[config.mk]
export PLATFORM = sky130hd
export DESIGN_NAME = unidade_controle_seq
export DESIGN_NICKNAME = d
export VERILOG_FILES = /design/src/rtl/unidade_controle_seq.sv
export SDC_FILE = /design/constraint.sdc
export NUM_CORES = 1
export LEC_CHECK = 0
export BUFFER_PORTS_ARGS = -buffer_cell sky130_fd_sc_hd__buf_2
export CAP_MARGIN = 10
export CORE_ASPECT_RATIO = 0.75
export CORE_MARGIN = 8
export CORE_UTILIZATION = 44
export CTS_CLUSTER_DIAMETER = 40
export DETAILED_ROUTE_END_ITERATION = 6
export PLACE_DENSITY = 0.85
export RECOVER_POWER = 25
export SYNTH_ARGS = -nofsm -noshare
export SYNTH_HDL_FRONTEND = slang
export SYNTH_SLANG_ARGS = --single-unit
export TNS_END_PERCENT = 5
[constraint.sdc]
create_clock -name Clock -period 1.8 [get_ports Clock]
set_input_delay 0.09 -clock Clock [delete_from_list [all_inputs] [get_ports Clock]]
set_output_delay 0.09 -clock Clock [all_outputs]
set_load 0.03 [all_outputs]
[src/rtl/unidade_controle_seq.sv]
// Control unit for the simple processor datapath: holds the instruction register
// and the T0-T3 step sequencer, decoding each instruction into datapath strobes.
module unidade_controle_seq #(
  parameter  int REG_ADDR_W = 3,
  parameter  int DATA_W     = 9,
  localparam int INSTR_W    = 3 + 2 * REG_ADDR_W,
  localparam int NUM_REGS   = 2 ** REG_ADDR_W
) (
  input  logic                Clock,
  input  logic                Resetn,
  input  logic                Run,
  input  logic [DATA_W-1:0]   DIN,
  input  logic                Gnz,
  output logic [INSTR_W-1:0]  IR,
  output logic [1:0]          Tstep,
  output logic                IRin,
  output logic [NUM_REGS-1:0] Rin,
  output logic [NUM_REGS-1:0] Rout,
  output logic                Ain,
  output logic                Gin,
  output logic                Gout,
  output logic                DINout,
  output logic                AddSub,
  output logic [1:0]          ALUop,
  output logic                Done
);

  typedef enum logic [1:0] {
    T0 = 2'd0,
    T1 = 2'd1,
    T2 = 2'd2,
    T3 = 2'd3
  } step_t;

  typedef enum logic [2:0] {
    OP_MV   = 3'd0,
    OP_MVI  = 3'd1,
    OP_ADD  = 3'd2,
    OP_SUB  = 3'd3,
    OP_AND  = 3'd4,
    OP_MVNZ = 3'd5,
    OP_NOP6 = 3'd6,
    OP_NOP7 = 3'd7
  } opcode_t;

  step_t                step_q, step_d;
  logic [INSTR_W-1:0]   ir_q, ir_d;

  opcode_t              opcode;
  logic [REG_ADDR_W-1:0] rx, ry;
  logic [NUM_REGS-1:0]  rx_oh, ry_oh;
  logic                 alu_instr;
  logic                 unused_din;

  assign opcode    = opcode_t'(ir_q[INSTR_W-1 -: 3]);
  assign rx        = ir_q[2*REG_ADDR_W-1 : REG_ADDR_W];
  assign ry        = ir_q[REG_ADDR_W-1 : 0];
  assign rx_oh     = NUM_REGS'(1) << rx;
  assign ry_oh     = NUM_REGS'(1) << ry;
  assign alu_instr = (opcode == OP_ADD) || (opcode == OP_SUB) || (opcode == OP_AND);

  // Only the low INSTR_W bits of DIN reach the IR; the rest belong to the datapath.
  assign unused_din = ^DIN;

  always_comb begin
    step_d = step_q;
    ir_d   = ir_q;
    unique case (step_q)
      T0: begin
        if (Run) begin
          ir_d   = DIN[INSTR_W-1:0];
          step_d = T1;
        end
      end
      T1:      step_d = alu_instr ? T2 : T0;
      T2:      step_d = T3;
      T3:      step_d = T0;
      default: step_d = T0;
    endcase
  end

  always_ff @(posedge Clock or negedge Resetn) begin
    if (!Resetn) begin
      step_q <= T0;
      ir_q   <= '0;
    end else begin
      step_q <= step_d;
      ir_q   <= ir_d;
    end
  end

  // Strobes are gated by Resetn so a held reset silences the T0 fetch decode.
  always_comb begin
    IRin   = 1'b0;
    Rin    = '0;
    Rout   = '0;
    Ain    = 1'b0;
    Gin    = 1'b0;
    Gout   = 1'b0;
    DINout = 1'b0;
    AddSub = 1'b0;
    ALUop  = 2'b00;
    Done   = 1'b0;
    if (Resetn) begin
      unique case (step_q)
        T0: begin
          IRin   = Run;
          DINout = Run;
        end
        T1: begin
          unique case (opcode)
            OP_MV: begin
              Rout = ry_oh;
              Rin  = rx_oh;
              Done = 1'b1;
            end
            OP_MVI: begin
              DINout = 1'b1;
              Rin    = rx_oh;
              Done   = 1'b1;
            end
            OP_ADD, OP_SUB, OP_AND: begin
              Rout = rx_oh;
              Ain  = 1'b1;
            end
            OP_MVNZ: begin
              Done = 1'b1;
              if (Gnz) begin
                Rout = ry_oh;
                Rin  = rx_oh;
              end
            end
            default: Done = 1'b1;
          endcase
        end
        T2: begin
          Rout   = ry_oh;
          Gin    = 1'b1;
          AddSub = (opcode == OP_SUB);
          ALUop  = (opcode == OP_AND) ? 2'b01 : 2'b00;
        end
        T3: begin
          Gout = 1'b1;
          Rin  = rx_oh;
          Done = 1'b1;
        end
        default: ;
      endcase
    end
  end

  assign IR    = ir_q;
  assign Tstep = step_q;

endmodule

==> qor.csv, run 1 <==
stage;metric;value;unit
flow_run;Max Cap Viol;0;
route;drt wl/cell;19.9;um
synthesis;Cells after Synth;91;
route;routed wire length;3.53;mm
sta;Pins Over Slew Limit;0;
layout;area growth from synthesis to layout;70.3;%
layout;# diodes;0;
clock_tree;CTS tree;done;
pwr;overall power;2.78;mW
floorplanning;DIE AREA;3730;um2
sta;Slew headroom;65.6;%
synthesis;number of synthesized register bits;11;
worst_hold_path;Hold/Removal Path Class;input pin to flop;
route;Vias/cell;5.91;
sta;Slew @ Worst Pin;0.515;ns
clock_tree;TritonCTS Buffers;3;
global_route;M3 GR Usage;3.82;%
clock_tree;clk sink count;11;
synthesis;EDFF count, synth;0;
floorplanning;Rows;14;
sta;setup ws final;-0.177;ns
clock_tree;Root Driver;clkbuf_4;
synthesis;ys async rst share;100;%
global_route;first-pass GRT wire length;5.34;mm
synthesis;Netlist cell types;35;
pwr;VDD IR max;1140;uV
global_route;GRT busiest layer;met2;
sta;RSZ-0062 raised after global routing;yes;
worst_setup_path;crit path launch type;flop;
synthesis;register area share after synthesis;30.9;%
worst_setup_path;WP data required;1.71;ns
synthesis;share of the synthesized area in the top cell type;30.9;%
placed_design;Placed Area;1280;um2
synthesis;list of most frequent post-synthesis cells;11 x dfrtp_1, 9 x mux2_2, 8 x o32ai_1;
clock_tree;Clock Path Buffers;2;
placed_design;DP Wirelength;2.55;mm
worst_setup_path;Worst setup EP type;primary output;
synthesis;count leader, synth;dfrtp_1;
placed_design;port buffer count;47;
global_route;Congestion Overflow GR;0;
sta;Final Hold Vio Count;0;
sta;clk_skew;0.00467;ns
pwr;LEAKAGE;0.684;nW
layout;design area;1520;um2
floorplanning;Die W;67.9;um
synthesis;Ys Warns;0;
clock_tree;CTS clk-pin slew, worst paths;0.07;ns
pwr;clock power share;6.1;%
placed_design;Placement Setup Slack;0.00144;ns
layout;share of cells above drive strength 1;69.3;%
worst_setup_path;Worst Path Arrival;1.89;ns
run_status;failing checks;setup timing;
route;Starting DRT DRC Count;51;
synthesis;post-synth top area cell;dfrtp_1;
global_route;largest net degree at the start of global routing;12;
sta;# setup viols final;16;
floorplanning;Die Height;54.9;um
worst_setup_path;worst path cell trace;inv_2 -> ha_4 -> and2_4 -> o221ai_4 -> buf_6 -> o32ai_2 -> buf_4;
global_route;GRT Total Usage;19.2;%
sta;Final min period;1.98;ns
global_route;number of global-route vias before repair;1051;
sta;post-route clock period utilization;110;%
pwr;Switching Fraction;55.2;%
pwr;Cell Pwr Density;1830;nW/um2
worst_setup_path;worst-path maximum fanout;4;
layout;nets;171;
synthesis;Mapped Area;890;um2
layout;Filler Cell Count;126;
route;DR pass1 iterations;4;
floorplanning;core area;1960;um2
pwr;Int Power;1.24;mW
pwr;Flop pwr share;22.7;%
run_status;status;complete, but fails checks;
worst_setup_path;Buf/Inv on CP;3;
worst_setup_path;top cell family by delay on the critical path;buffers and inverters;
layout;Final Util;77.2;%
clock_tree;H-tree Lvls;1;
global_route;initial antenna violation count;0;
floorplanning;I/O Pins;49;
route;Final ANT Viol Nets;0;
route;DRC;0;
synthesis;Top FF cell, synth;dfrtp_1;
sta;Max Freq;0.506;GHz
floorplanning;Initial Util;45.3;%
global_route;GR Util met2;36.4;%
pwr;NetSw;1.53;mW
pwr;Logic pwr share;71.2;%
synthesis;syn_nets;108;
global_route;GR Layer Usage met1;21.2;%
placed_design;RePlAce Congestion;0.949;
worst_setup_path;Crit Path Class;flop to primary output;
worst_setup_path;slowest CP cell;dfrtp_1;
worst_setup_path;Worst path max stage delay;0.41;ns
route;DR vias;1046;
clock_tree;Skew-Pair Late Insertion Delay;0.27;ns
synthesis;dominant cells by area after synthesis;dfrtp_1 31%, mux2_2 11%, o32ai_1 7.9%;
synthesis;Avg Cell Area, Syn;9.78;um2
cell usage in the layout, fill, tap and decap left out, types with 2 or more instances in the layout:
cell,count
a21oi_1,3
and2_1,3
buf_2,31
buf_4,21
buf_6,7
clkbuf_1,2
clkbuf_4,3
dfrtp_1,9
dfrtp_2,2
ha_4,2
inv_1,5
inv_2,2
mux2_2,9
nand2_1,4
nor2_1,3
nor3_1,2
nor3b_2,2
nor4_2,3
o2111ai_1,3
o32ai_2,6
o32ai_4,2
or2_2,2
or2b_1,3
through the flow:
step / hold WS (ns) / instances / TNS (ns)
global route: 0.0468 / 177 / -2.56
detailed placement: -0.0397 / 165 / 0
floorplan: -0.206 / 91 / -2.13
global placement: -0.0437 / 165 / 0
CTS: 0.0508 / 177 / -0.960
finish: 0.0515 / 177 / -1.82
final timing paths:
| check | slack (ns) | end | start | cells past startpoint |
|---|---|---|---|---|
| min in group asynchronous | 0.34 | Tstep[0] | Resetn | 2 |
| min | 0.05 | IR[2] | DIN[2] | 2 |
| max | -0.18 | Rout[6] | Tstep[0] | 7 |
| min reg2reg | 0.61 | IR[1] | IR[1] | 1 |
| max reg2reg | 0.40 | IR[3] | Tstep[0] | 4 |
| max in group asynchronous | 0.89 | IR[8] | Resetn | 3 |
logic make-up after synthesis:
group	synth area share (%)
AND/OR/NAND/NOR	24.8
AO/OA/AOI/OAI	20.5
flip-flops	30.9
buffers and inverters	5.20
multiplexers	12.5
adder cells (fa/ha/maj)	5.63
other	0.422
metal layers:
| metal | part of all wire (%) | routed length (um) |
|---|---|---|
| met3 | 7.7 | 271 |
| met5 | 0 | 0 |
| met4 | 1.7 | 61 |
| met1 | 36 | 1290 |
| met2 | 54 | 1910 |
cell type report:
cell class	instances	area (um2)	share of cell area, %
timing repair buffer	61	405	26.8
multi-input combinational	70	749	49.5
sequential	11	278	18.3
clock buffer	4	26.3	1.73
inverter	7	26.3	1.73
tap	24	30.0	1.98
timing repair:
action / 4_1_cts / 5_1_grt
pin swaps: 15 / 0
hold endpoints to repair: 11 / 0
gates resized for setup: 31 / 9
hold buffers: 1 / 0
buffers inserted: 8 / 0
setup endpoints to repair: 18 / 20
worst register-to-register path: stages, from the launching register on:
cell,delay [ns]
dfrtp_1,0.41
inv_2,0.09
ha_4,0.18
nand2_2,0.22
mux2_2,0.39
registers in the layout, summed over array words and instances, names as in the netlist, named ones only:
register / count
IR: 9
Tstep: 1
power groups by stage:
stage               registers (mW)  clock network (mW)  logic [mW]
floorplan                    0.780                   0       0.978
global placement             0.580                   0        1.59
detailed placement           0.607                   0        1.65
CTS                          0.602               0.169        1.89
global route                 0.648               0.182        2.09
finish                       0.631               0.169        1.98
No activity file was read; power rests on OpenSTA's default activity.
==> run 2: changes to the inputs <==
--- a/config.mk
+++ b/config.mk
@@ -13,7 +13,7 @@
 export CTS_CLUSTER_DIAMETER = 40
 export DETAILED_ROUTE_END_ITERATION = 6
 export PLACE_DENSITY = 0.85
-export RECOVER_POWER = 25
+export RECOVER_POWER = 100
 export SYNTH_ARGS = -nofsm -noshare
 export SYNTH_HDL_FRONTEND = slang
 export SYNTH_SLANG_ARGS = --single-unit
==> run 2 against run 1 <==
  * The flow still finishes with violations (setup timing)
  * Sequential power shrank 1%
  * Non-clock buffer count is the same
  * Routed wire length down 0.31%
  * Critical path depth stayed put
==> qor.csv, run 2 (synthesis gave the netlist of run 1 again) <==
stage;metric;value;unit;change
global_route;GRT Total Usage;19.2;%;unchanged
floorplanning;I/O Pins;49;;unchanged
worst_setup_path;Buf/Inv on CP;3;;unchanged
worst_setup_path;top cell family by delay on the critical path;buffers and inverters;;unchanged
placed_design;Placed Area;1280;um2;unchanged
clock_tree;CTS clk-pin slew, worst paths;0.07;ns;about the same
route;Vias/cell;5.88;;was 5.91
floorplanning;core area;1960;um2;unchanged
route;DR pass1 iterations;4;;unchanged
worst_setup_path;Worst setup EP type;primary output;;unchanged
worst_setup_path;worst-path maximum fanout;4;;unchanged
clock_tree;H-tree Lvls;1;;unchanged
clock_tree;Skew-Pair Late Insertion Delay;0.27;ns;about the same
sta;RSZ-0062 raised after global routing;yes;;unchanged
clock_tree;CTS tree;done;;unchanged
sta;post-route clock period utilization;110;%;about the same
pwr;VDD IR max;1140;uV;about the same
placed_design;DP Wirelength;2.55;mm;unchanged
layout;share of cells above drive strength 1;61.4;%;was 69.3%
sta;clk_skew;0.00115;ns;was 0.00467 ns
layout;area growth from synthesis to layout;68.5;%;was 70.3%
flow_run;Max Cap Viol;0;;unchanged
worst_setup_path;crit path launch type;flop;;unchanged
layout;design area;1500;um2;was 1520 um2
worst_setup_path;worst path cell trace;inv_2 -> ha_4 -> and2_4 -> o221ai_4 -> buf_6 -> o32ai_2 -> buf_4;;unchanged
sta;Slew headroom;65.8;%;was 65.6%
floorplanning;Rows;14;;unchanged
route;drt wl/cell;19.9;um;about the same
pwr;overall power;2.74;mW;was 2.78 mW
layout;commonest non-fill, non-tap cells in the layout;21 x buf_2, 21 x buf_4, 11 x dfrtp_1, 11 x clkbuf_1, 9 x mux2_2;;was 31 x buf_2, 21 x buf_4, 9 x dfrtp_1, 9 x mux2_2, 7 x buf_6
sta;Slew @ Worst Pin;0.512;ns;was 0.515 ns
clock_tree;clk sink count;11;;unchanged
layout;number of flip-flops in the largest register;9;;unchanged
worst_setup_path;Worst path max stage delay;0.41;ns;about the same
sta;Final Hold Vio Count;0;;unchanged
sta;Pins Over Slew Limit;0;;unchanged
clock_tree;Clock Path Buffers;2;;unchanged
worst_hold_path;Hold/Removal Path Class;input pin to flop;;unchanged
clock_tree;Root Driver;clkbuf_4;;unchanged
layout;# diodes;0;;unchanged
route;Starting DRT DRC Count;75;;was 51
route;DRC;0;;unchanged
route;Final ANT Viol Nets;0;;unchanged
global_route;number of global-route vias before repair;1051;;unchanged
floorplanning;Initial Util;45.3;%;unchanged
sta;Final min period;1.98;ns;about the same
route;routed wire length;3.52;mm;was 3.53 mm
sta;setup ws final;-0.181;ns;was -0.177 ns
pwr;Cell Pwr Density;1830;nW/um2;about the same
run_status;status;complete, but fails checks;;unchanged
placed_design;RePlAce Congestion;0.949;;unchanged
worst_setup_path;Crit Path Class;flop to primary output;;unchanged
worst_setup_path;slowest CP cell;dfrtp_1;;unchanged
route;DR vias;1041;;was 1046
sta;Max Freq;0.505;GHz;was 0.506 GHz
global_route;first-pass GRT wire length;5.34;mm;unchanged
placed_design;port buffer count;47;;unchanged
global_route;initial antenna violation count;0;;unchanged
run_status;failing checks;setup timing;;unchanged
sta;# setup viols final;18;;was 16
floorplanning;DIE AREA;3730;um2;unchanged
pwr;LEAKAGE;0.657;nW;was 0.684 nW
worst_setup_path;WP data required;1.71;ns;about the same
floorplanning;Die W;67.9;um;unchanged
layout;nets;171;;unchanged
worst_setup_path;Worst Path Arrival;1.89;ns;about the same
global_route;largest net degree at the start of global routing;12;;unchanged
floorplanning;Die Height;54.9;um;unchanged
global_route;Congestion Overflow GR;0;;unchanged
clock_tree;TritonCTS Buffers;3;;unchanged
worst_setup_path;Worst R2R Setup Slack;0.24;ns;was 0.40 ns
==> run 2: changes by cell type in the layout (fill, tap and decap cells not counted), sizes merged <==
cell,change
clkbuf,+10
buf,-10
==> run 2: where the power goes <==
| group | internal (mW) | total, mW | leakage (nW) | switching, mW |
|---|---|---|---|---|
| Clock | 0.0858 | 0.171 | 0.0150 | 0.0856 |
| Sequential | 0.373 | 0.624 | 0.131 | 0.251 |
| Combinational | 0.752 | 1.95 | 0.511 | 1.20 |
==> run 2: path summary, 6_finish.rpt <==
path,start,to,cells after the start
worst max-delay path,Tstep[0],Rout[6],7
worst min-delay path,DIN[4],IR[4],2
worst max register to register,Tstep[0],IR[3],4
worst min register to register,IR[5],IR[5],1
max in group asynchronous,Resetn,IR[8],3
min in group asynchronous,Resetn,Tstep[0],2
==> run 2: layout make-up <==
type | instances | area, um2
fillers | 136 | 463
repair buffers | 61 | 394
inverters | 7 | 26.3
clock buffers | 4 | 26.3
flip-flops and latches | 11 | 275
multi-input cells | 70 | 747
well taps | 24 | 30.0
==> run 2: per-stage QoR <==
| step | worst slack [ns] | instances | utilization [%] | hold slack [ns] | setup TNS [ns] |
|---|---|---|---|---|---|
| after floorplan | -0.182 | 91 | - | -0.206 | -2.13 |
| after global placement | 0.108 | 165 | 65.1 | -0.0437 | 0 |
| after detailed placement | 0.00144 | 165 | 65.1 | -0.0397 | 0 |
| after CTS | -0.116 | 177 | 75.3 | 0.0508 | -0.960 |
| after global routing | -0.231 | 177 | 76.4 | 0.0469 | -2.80 |
| final | -0.181 | 177 | 76.4 | 0.0510 | -1.84 |
==> run 2: repair_timing <==
| action | 4_1_cts | 5_1_grt |
|---|---|---|
| setup buffers | 8 | 0 |
| pin swaps | 15 | 0 |
| hold endpoints to repair | 11 | 0 |
| gates resized for setup | 31 | 9 |
| hold buffers | 1 | 0 |
| setup endpoints to repair | 18 | 20 |
==> run 2: routing by layer <==
layer / wire length (um) / up-vias / global-route usage (%)
li1: - / 461 / -
met1: 1260 / 517 / 21.2
met2: 1910 / 53 / 36.4
met3: 292 / 10 / 3.82
met4: 58 / 0 / 6.10
met5: 0 / - / 0
==> run 3: changes to the inputs <==
--- a/config.mk
+++ b/config.mk
@@ -6,14 +6,15 @@
 export NUM_CORES = 1
 export LEC_CHECK = 0
 export BUFFER_PORTS_ARGS = -buffer_cell sky130_fd_sc_hd__buf_2
-export CAP_MARGIN = 10
+export CAP_MARGIN = 20
 export CORE_ASPECT_RATIO = 0.75
 export CORE_MARGIN = 8
-export CORE_UTILIZATION = 44
+export CORE_UTILIZATION = 42
 export CTS_CLUSTER_DIAMETER = 40
 export DETAILED_ROUTE_END_ITERATION = 6
-export PLACE_DENSITY = 0.85
+export PLACE_DENSITY = 0.82
 export RECOVER_POWER = 100
+export SLEW_MARGIN = 25
 export SYNTH_ARGS = -nofsm -noshare
 export SYNTH_HDL_FRONTEND = slang
 export SYNTH_SLANG_ARGS = --single-unit
==> run 3 against run 2 <==
  * The run still ends with setup timing left
  * Critical endpoint is now Rout[1]
  * Worst setup slack improved by 0.054 ns
  * Clock-buffer cell count did not move
  * Clock skew increased by 0.0064 ns
  * Core utilization rose by 0.48 points
  * Via count is 3.6% lower
  * Non-clock buffer count shrank 3
  * Largest power group unchanged
  * Routed wire length is 4.8% lower
  * Register-to-register slack better by 0.21 ns
==> qor.csv, run 3 (synthesis gave the netlist of run 1 again) <==
stage;metric;value;unit;change
sta;post-route clock period utilization;107;%;was 110%
clock_tree;Clock Path Buffers;2;;unchanged
clock_tree;clk sink count;11;;unchanged
route;Starting DRT DRC Count;39;;was 75
floorplanning;Rows;14;;unchanged
floorplanning;DIE AREA;3860;um2;was 3730 um2
global_route;initial antenna violation count;0;;unchanged
sta;setup ws final;-0.126;ns;was -0.181 ns
placed_design;port buffer count;47;;unchanged
route;highest metal used;met3;;was met4
global_route;GRT Total Usage;15.7;%;was 19.2%
layout;number of flip-flops in the largest register;9;;unchanged
route;met2 routed WL;1.81;mm;was 1.91 mm
clock_tree;Root Driver;clkbuf_4;;unchanged
global_route;first-pass GRT wire length;5.16;mm;was 5.34 mm
worst_setup_path;worst-path maximum fanout;8;;was 4
route;routed wire length;3.35;mm;was 3.52 mm
placed_design;Placement Setup Slack;0.0339;ns;was 0.00144 ns
floorplanning;Die W;69.1;um;was 67.9 um
sta;# setup viols final;12;;was 18
pwr;Cell Pwr Density;1800;nW/um2;was 1830 nW/um2
sta;Final min period;1.93;ns;was 1.98 ns
run_status;status;complete, but fails checks;;unchanged
clock_tree;TritonCTS Buffers;3;;unchanged
worst_setup_path;Buf/Inv on CP;3;;unchanged
route;wire length on met3;283;um;was 292 um
layout;Final Util;76.9;%;was 76.4%
worst_setup_path;Worst R2R Setup Slack;0.45;ns;was 0.24 ns
worst_setup_path;WP data required;1.71;ns;about the same
route;DRC;0;;unchanged
route;DR vias;1004;;was 1041
clock_tree;Skew-Pair Late Insertion Delay;0.26;ns;was 0.27 ns
worst_setup_path;most used cell, CP;buf_4;;
route;met1 WL;1.25;mm;was 1.26 mm
layout;commonest non-fill, non-tap cells in the layout;26 x buf_2, 13 x buf_4, 10 x clkbuf_1;;was 21 x buf_2, 21 x buf_4, 11 x dfrtp_1, 11 x clkbuf_1, 9 x mux2_2
worst_setup_path;crit path launch type;flop;;unchanged
floorplanning;Die Height;55.9;um;was 54.9 um
clock_tree;CTS clk-pin slew, worst paths;0.07;ns;about the same
worst_hold_path;Hold/Removal Path Class;input pin to flop;;unchanged
clock_tree;H-tree Lvls;1;;unchanged
sta;Final Hold Vio Count;0;;unchanged
sta;Pins Over Slew Limit;0;;unchanged
worst_setup_path;Worst path max stage delay;0.39;ns;was 0.41 ns
placed_design;RePlAce Congestion;0.920;;was 0.949
placed_design;DP Wirelength;2.52;mm;was 2.55 mm
worst_setup_path;worst path cell trace;buf_4 -> ha_1 -> o21bai_1 -> o221ai_4 -> buf_12 -> o32ai_2 -> buf_4;;was inv_2 -> ha_4 -> and2_4 -> o221ai_4 -> buf_6 -> o32ai_2 -> buf_4
layout;share of cells above drive strength 1;63.3;%;was 61.4%
worst_setup_path;Worst setup EP type;primary output;;unchanged
worst_setup_path;Crit Path Class;flop to primary output;;unchanged
global_route;largest net degree at the start of global routing;12;;unchanged
run_status;failing checks;setup timing;;unchanged
worst_setup_path;FF-to-FF path depth;4;;unchanged
floorplanning;core area;2000;um2;was 1960 um2
layout;nets;168;;was 171
global_route;Congestion Overflow GR;0;;unchanged
floorplanning;Initial Util;44.5;%;was 45.3%
route;Vias/cell;5.77;;was 5.88
global_route;number of global-route vias before repair;1042;;was 1051
route;DR pass1 iterations;4;;unchanged
worst_setup_path;RR Startpoint;IR[7];;was Tstep[0]
route;Final ANT Viol Nets;0;;unchanged
worst_setup_path;top cell family by delay on the critical path;buffers and inverters;;unchanged
layout;commonest non-fill, non-tap cell in the layout;buf_2;;
worst_setup_path;slowest CP cell;dfrtp_1;;unchanged
sta;RSZ-0062 raised after global routing;yes;;unchanged
floorplanning;I/O Pins;49;;unchanged
pwr;LEAKAGE;0.643;nW;was 0.657 nW
worst_setup_path;Crit. path cell count;7;;unchanged
clock_tree;CTS tree;done;;unchanged
route;drt wl/cell;19.2;um;was 19.9 um
worst_setup_path;Worst Path Arrival;1.84;ns;was 1.89 ns
worst_setup_path;worst setup path end;Rout[1];;was Rout[6]
sta;Max Freq;0.519;GHz;was 0.505 GHz
layout;area growth from synthesis to layout;72.6;%;was 68.5%
layout;# diodes;0;;unchanged
flow_run;Max Cap Viol;0;;unchanged
pwr;VDD IR max;1360;uV;was 1140 uV
sta;clk_skew;0.00756;ns;was 0.00115 ns
run 3: where the power goes:
group | total, mW | internal [mW] | switching [mW] | leakage [nW]
Clock | 0.157 | 0.0854 | 0.0715 | 0.0150
Combinational | 1.96 | 0.740 | 1.22 | 0.499
Sequential | 0.647 | 0.378 | 0.268 | 0.129
run 3: layer usage:
metal	vias up	GRT usage, %
li1	458	-
met1	502	18.2
met5	-	0
met4	0	3.21
met3	0	5.17
met2	44	27.4
run 3: cell type report:
cell class	count	area [um2]
Multi-Input combinational cell	70	795
Timing Repair Buffer	58	380
Tap cell	24	30.0
Fill cell	140	462
Inverter	7	26.3
Clock buffer	4	26.3
Sequential cell	11	278
run 3: stage by stage:
| step | power, mW | cell area, um2 | hold slack (ns) | cells | setup TNS [ns] |
|---|---|---|---|---|---|
| after global routing | 2.91 | 1540 | 0.0542 | 174 | -1.89 |
| after detailed placement | 2.26 | 1270 | -0.0677 | 164 | 0 |
| after global placement | 2.18 | 1270 | -0.0718 | 164 | 0 |
| after floorplan | 1.76 | 986 | -0.206 | 91 | -2.13 |
| after CTS | 2.53 | 1390 | 0.0565 | 174 | -1.10 |
| final | 2.76 | 1540 | 0.0553 | 174 | -0.945 |
run 3: worst reg2reg max path: stages (launching register included):
cell and delay [ns]:
dfrtp_1 0.48, nor3b_4 0.34, buf_4 0.18, o21ai_1 0.08, mux2i_1 0.18
run 3: worst min path at each step:
stage                 end  cells after the start  slack (ns)  startpoint
finish              IR[3]                      2        0.06      DIN[3]
global route        IR[4]                      2        0.05      DIN[4]
CTS                 IR[3]                      2        0.06      DIN[3]
detailed placement  IR[8]                      1       -0.07      Resetn
global placement    IR[7]                      1       -0.07      Resetn
floorplan           IR[0]                      0       -0.21      Resetn
run 3: what timing repair did:
action / in CTS / in global routing
hold endpoints to repair: 11 / 0
hold buffers: 2 / 0
setup endpoints to repair: 16 / 20
resized for setup: 16 / 25
pin swaps: 3 / 10
setup buffers: 5 / 0
